## src/rtl/core_regfile_sb.sv

```systemverilog
// Register file with x0 hardwired to zero, optional write-to-read forwarding,
// a pending-write scoreboard and a sequential zeroing sweep.

module core_regfile_sb_rdport #(
  parameter int XLEN  = 32,
  parameter int NREGS = 32,
  localparam int AW   = $clog2(NREGS)
) (
  input  logic [NREGS-1:0][XLEN-1:0] regs_i,
  input  logic [AW-1:0]              raddr_i,
  input  logic                       byp_en_i,
  input  logic [AW-1:0]              waddr_i,
  input  logic [XLEN-1:0]            wdata_i,
  output logic [XLEN-1:0]            rdata_o
);
  // byp_en_i already implies waddr_i != 0, so x0 never sees forwarded data
  assign rdata_o = (byp_en_i && (raddr_i == waddr_i)) ? wdata_i : regs_i[raddr_i];
endmodule

module core_regfile_sb #(
  parameter int XLEN   = 32,
  parameter int NREGS  = 32,
  parameter int NRD    = 2,
  parameter int BYPASS = 1,
  localparam int AW    = $clog2(NREGS)
) (
  input  logic                 CLK,
  input  logic                 RST,
  input  logic                 WVALID,
  input  logic [AW-1:0]        WADDR,
  input  logic [XLEN-1:0]      WDATA,
  input  logic [NRD*AW-1:0]    RADDR,
  output logic [NRD*XLEN-1:0]  RDATA,
  input  logic                 ISSUE_VALID,
  input  logic [AW-1:0]        ISSUE_ADDR,
  input  logic                 FLUSH,
  output logic [NREGS-1:0]     BUSY,
  input  logic                 CLR_REQ,
  output logic                 CLR_BUSY
);
  typedef enum logic {S_IDLE = 1'b0, S_CLEAR = 1'b1} state_e;

  state_e                     state_q, state_d;
  logic [AW-1:0]              cnt_q, cnt_d;
  logic [NREGS-1:0][XLEN-1:0] regs_q, regs_d;
  logic [NREGS-1:0]           busy_q, busy_d;
  logic                       idle, wr_en, iss_en, byp_en;

  assign idle   = (state_q == S_IDLE);
  assign wr_en  = idle && WVALID && (WADDR != '0);
  assign iss_en = idle && ISSUE_VALID && (ISSUE_ADDR != '0);
  assign byp_en = (BYPASS != 0) && wr_en;

  always_comb begin
    state_d = state_q;
    cnt_d   = cnt_q;
    case (state_q)
      S_IDLE: if (CLR_REQ) begin
        state_d = S_CLEAR;
        cnt_d   = AW'(1);
      end
      S_CLEAR: if (cnt_q == AW'(NREGS-1)) begin
        state_d = S_IDLE;
        cnt_d   = '0;
      end else begin
        cnt_d   = cnt_q + AW'(1);
      end
      default: begin
        state_d = S_IDLE;
        cnt_d   = '0;
      end
    endcase
  end

  always_comb begin
    regs_d = regs_q;
    if (wr_en) regs_d[WADDR] = WDATA;
    if (!idle) regs_d[cnt_q] = '0;
    regs_d[0] = '0;
  end

  // issue is applied after the write clear so it wins a same-address collision;
  // flush is applied last so it overrides any issue
  always_comb begin
    busy_d = busy_q;
    if (wr_en)  busy_d[WADDR]      = 1'b0;
    if (iss_en) busy_d[ISSUE_ADDR] = 1'b1;
    if (!idle)  busy_d[cnt_q]      = 1'b0;
    if (FLUSH)  busy_d             = '0;
    busy_d[0] = 1'b0;
  end

  always_ff @(posedge CLK) begin
    if (RST) begin
      state_q <= S_IDLE;
      cnt_q   <= '0;
      regs_q  <= '0;
      busy_q  <= '0;
    end else begin
      state_q <= state_d;
      cnt_q   <= cnt_d;
      regs_q  <= regs_d;
      busy_q  <= busy_d;
    end
  end

  assign BUSY     = busy_q;
  assign CLR_BUSY = (state_q == S_CLEAR);

  for (genvar k = 0; k < NRD; k++) begin : g_rd
    core_regfile_sb_rdport #(.XLEN(XLEN), .NREGS(NREGS)) u_rd (
      .regs_i   (regs_q),
      .raddr_i  (RADDR[k*AW +: AW]),
      .byp_en_i (byp_en),
      .waddr_i  (WADDR),
      .wdata_i  (WDATA),
      .rdata_o  (RDATA[k*XLEN +: XLEN])
    );
  end
endmodule

```

## config.mk

```make
export PLATFORM = sky130hd
export DESIGN_NAME = core_regfile_sb
export DESIGN_NICKNAME = d
export VERILOG_FILES = /design/src/rtl/core_regfile_sb.sv
export SDC_FILE = /design/constraint.sdc
export NUM_CORES = 2
export LEC_CHECK = 0
export CORE_AREA = 3 3 321 355
export CTS_CLUSTER_DIAMETER = 150
export CTS_CLUSTER_SIZE = 12
export DETAILED_ROUTE_END_ITERATION = 8
export DIE_AREA = 0 0 324 358
export GPL_TIMING_DRIVEN = 0
export PLACE_DENSITY_LB_ADDON = 0.15
export SLEW_MARGIN = 0
export SYNTH_ARGS = -nofsm -noshare
export SYNTH_HDL_FRONTEND = slang
export SYNTH_SLANG_ARGS = --single-unit
```

## constraint.sdc

```tcl
create_clock -name CLK -period 2.2 [get_ports CLK]
set_input_delay 0.33 -clock CLK [delete_from_list [all_inputs] [get_ports CLK]]
set_output_delay 0.33 -clock CLK [all_outputs]
set_load 0.005 [all_outputs]
```

==> flow_summary_export.csv <==
group,metric,value,unit
cts,insertion_delay,0.71,ns
cts,cts_sinks,1029,
cells_and_area,final_common_cell,"nand2_1",
setup_path,crit_path_frequent_cell,"mux4_2",
grt,grt_overflow,0,
timing,setup_viol,101,
setup_path,cpPeakStageDelay,0.62,ns
status,violations,"negative setup slack",
timing,max_freq,0.3282,GHz
yosys,synth_fp_nets,6244,
yosys,synth_top_area_cell,"dfxtp_1",
grt,grt_use_total,40.47,%
setup_path,crit_family,"multiplexers",
cells_and_area,nets,6544,
floorplanning,io_pins,155,
timing,maxSlewViolCount,0,
flow_run,cap_violations,0,
floorplanning,core.rowCount,128,
routing,vias,51040,
setup_path,critical_path.slowest_cell,"mux4_2",
routing,routedWlPerCell,30.38,um
yosys,synth_top_area_share,38.97,%
routing,dr.pass1.iters,6,
grt,grt_pass1_wl,337900,um
place,port_buffers,109,
cts,clkTransAtPathRegs,0.06,ns
floorplanning,start_util,47.83,%
place,dp_hpwl,183600,um
yosys,syn_inst,6181,
yosys,netlist-cell-type-count,54,
cts,clockBufferDepth,3,
floorplanning,chipHeight,358,um
timing,tns,-43.18,ns
routing,drc,0,
yosys,synth_edf_count,0,
cells_and_area,final_cell_mix,"nand2_1 (2012), a21oi_1 (1000), dfxtp_1 (937), mux4_2 (443), clkbuf_2 (222)",
setup_path,worst_setup_path_start_kind,"flop",
routing,drt-initial-drc-count,6970,
cts,cts_tree,"built",
yosys,netlist_area,52860,um^2
cts,numCtsBuffers,95,
power,p_per_area,628.4,nW/um^2
cts,root_buffer,"clkbuf_16",
timing,period_minus_slack,3.047,ns
setup_path,r2r_start,"CLR_BUSY$_SDFF_PP0_",
routing,drt-total-wl,240800,um
grt,grt_max_degree,13,
power,p_total,39.51,mW
cells_and_area,area_growth,18.95,%
hold_path,holdPathStages,3,
yosys,ys_seq_area_share,38.97,%
timing,fin_crit_sh,138.5,%
timing,setup_ws,-0.8470,ns
place,gp_congestion,1.045,
hold_path,holdPathEnd,"regs_q[156]$_SDFF_PP0_",
floorplanning,die_area,116000,um^2
status,outcome,"complete, but fails checks",
yosys,synthTopCellsByArea,"dfxtp_1 (39%), mux4_2 (19%), nand2_1 (15%)",
yosys,synth_ff_type,"dfxtp_1",
hold_path,hold_start,"WDATA[28]",
cells_and_area,drive_above_1_share,26.44,%
setup_path,crit_buf_inv,1,
power,ir_drop,0.5905,mV
yosys,yosys_warnings,0,
setup_path,worst-r2r-cell-count,8,
timing,max_slew_margin,25.87,%
setup_path,crit_arrival,2.72,ns
cts,cts_max_level,3,
setup_path,crit_type,"flop to output pin",
floorplanning,core_region_area,110500,um^2
routing,drt-vias-per-instance,6.438,
timing,clock_skew,0.02975,ns
yosys,synth-async-reset-ratio,0,%
setup_path,cp_max_fo,2,
setup_path,path_cells,"mux4_2 -> mux4_2 -> nor3b_4 -> nor3_4 -> buf_2",
yosys,syn_avg_cell_area,8.552,um^2
grt,grt_pass1_vias,48250,
routing,ant_nets,0,
power,p_leak,21.35,nW
yosys,ys_seq_elements,1029,
place,place_ws,-3.046,ns
hold_path,hold_path_class,"primary input to flop",
setup_path,r2r_slack,-0.03,ns
floorplanning,die_w,324,um
setup_path,crit_path_end_kind,"output pin",
setup_path,crit_required,1.87,ns
setup_path,rr_endpoint,"regs_q[954]$_SDFF_PP0_",
timing,worstMarginPinSlew,1.112,ns
grt,antenna_found_initial,14,
timing,rsz0062_at_grt,"true",
timing,hold_viol,0,
sequential cells by signal, indices dropped and copies added (netlist names):
| signal | cells |
|---|---|
| regs_q | 992 |
| BUSY | 31 |
| CLR_BUSY | 1 |
| cnt_q | 5 |
Yosys cell counts, drive strengths merged (4+ instances only):
| master | n |
|---|---|
| nand2 | 2066 |
| dfxtp | 1029 |
| a21oi | 1001 |
| clkbuf | 530 |
| mux4 | 443 |
| nor2 | 220 |
| buf | 142 |
| a221oi | 95 |
| mux2 | 94 |
| nor3 | 94 |
| o22ai | 94 |
| mux2i | 77 |
| nor3b | 35 |
| o21ai | 35 |
| or3 | 32 |
| a22oi | 31 |
| or2 | 29 |
| a211oi | 28 |
| nand3 | 10 |
| nand2b | 7 |
| nand3b | 7 |
| nor2b | 7 |
| a311oi | 6 |
| a31o | 6 |
| and2 | 6 |
| and3 | 6 |
| and3b | 6 |
| xor2 | 6 |
| ha | 5 |
| xnor2 | 4 |
final cells by class:
type	count	area (um^2)
Buffer	632	3979
Inverter	4	18.77
Antenna cell	11	27.53
Multi-Input combinational cell	4476	31660
Clock buffer	100	2502
Tap cell	1430	1789
Sequential cell	1029	20720
Clock inverter	3	30.03
Fill cell	10190	47630
Timing Repair Buffer	243	2150
worst reg2reg max path, delay by kind of cell, from the launching register on:
| family | cells | cell delay, ns |
|---|---|---|
| buffers and inverters | 3 | 0.71 |
| AOI/OAI and AO/OA | 1 | 0.09 |
| DFF | 1 | 0.35 |
| and+or+nand+nor | 4 | 0.97 |
worst max path at each step:
stage	startpoint	endpoint	slack (ns)	cells after the start
after global placement	RADDR[1]	RDATA[24]	-3.06	8
after global routing	regs_q[256]$_SDFF_PP0_	RDATA[0]	-0.88	5
after CTS	regs_q[1011]$_SDFF_PP0_	RDATA[19]	-0.82	5
after floorplan	RADDR[0]	RDATA[0]	-0.05	7
final	regs_q[1011]$_SDFF_PP0_	RDATA[19]	-0.85	5
after detailed placement	RADDR[1]	RDATA[24]	-3.05	8
logic make-up after synthesis:
logic type	Yosys count	share of synthesized area, %
fa+ha+maj	5	0.1184
xor+xnor	10	0.1657
mux	614	22.34
compound gates	1312	13.78
other cells	1	0.007095
simple gates	2534	19.36
flops	1029	38.97
buf+inv	676	5.262
power breakdown:
part           switching [mW]  internal [mW]  leakage (nW)
Sequential             0.0926           18.7          8.34
Combinational            3.49           1.68          11.8
Clock                    7.55           7.95          1.25
Total                    11.1           28.4          21.3
layer usage:
layer / up-vias / track usage (%) / share of wire [%]
met3: 807 / 10.64 / 12
li1: 22070 / - / -
met5: - / 0 / 0.017
met2: 3386 / 62.16 / 44
met1: 24770 / 51.49 / 37
met4: 8 / 23.60 / 6.7
repair_timing:
item                       4_1_cts  5_1_grt
resized for setup             1193      300
pin swaps                      126       76
hold endpoints to repair        27        0
cloned                           6        1
buffers inserted                75       40
setup endpoints to repair     1085      956
hold buffers                    13        0
stage by stage:
stage	instance area, um^2	std cells	hold WS [ns]	util (%)
2_1_floorplan	52950	6181	0.4422	-
6_report	62870	7928	0.02942	56.90
3_5_place_dp	55840	7721	0.4547	50.54
4_1_cts	61880	7884	0.003420	55.99
5_1_grt	62860	7921	0.05084	56.88
3_3_place_gp	55830	7720	0.4482	50.52
No activity file was read; power rests on OpenSTA's default activity.
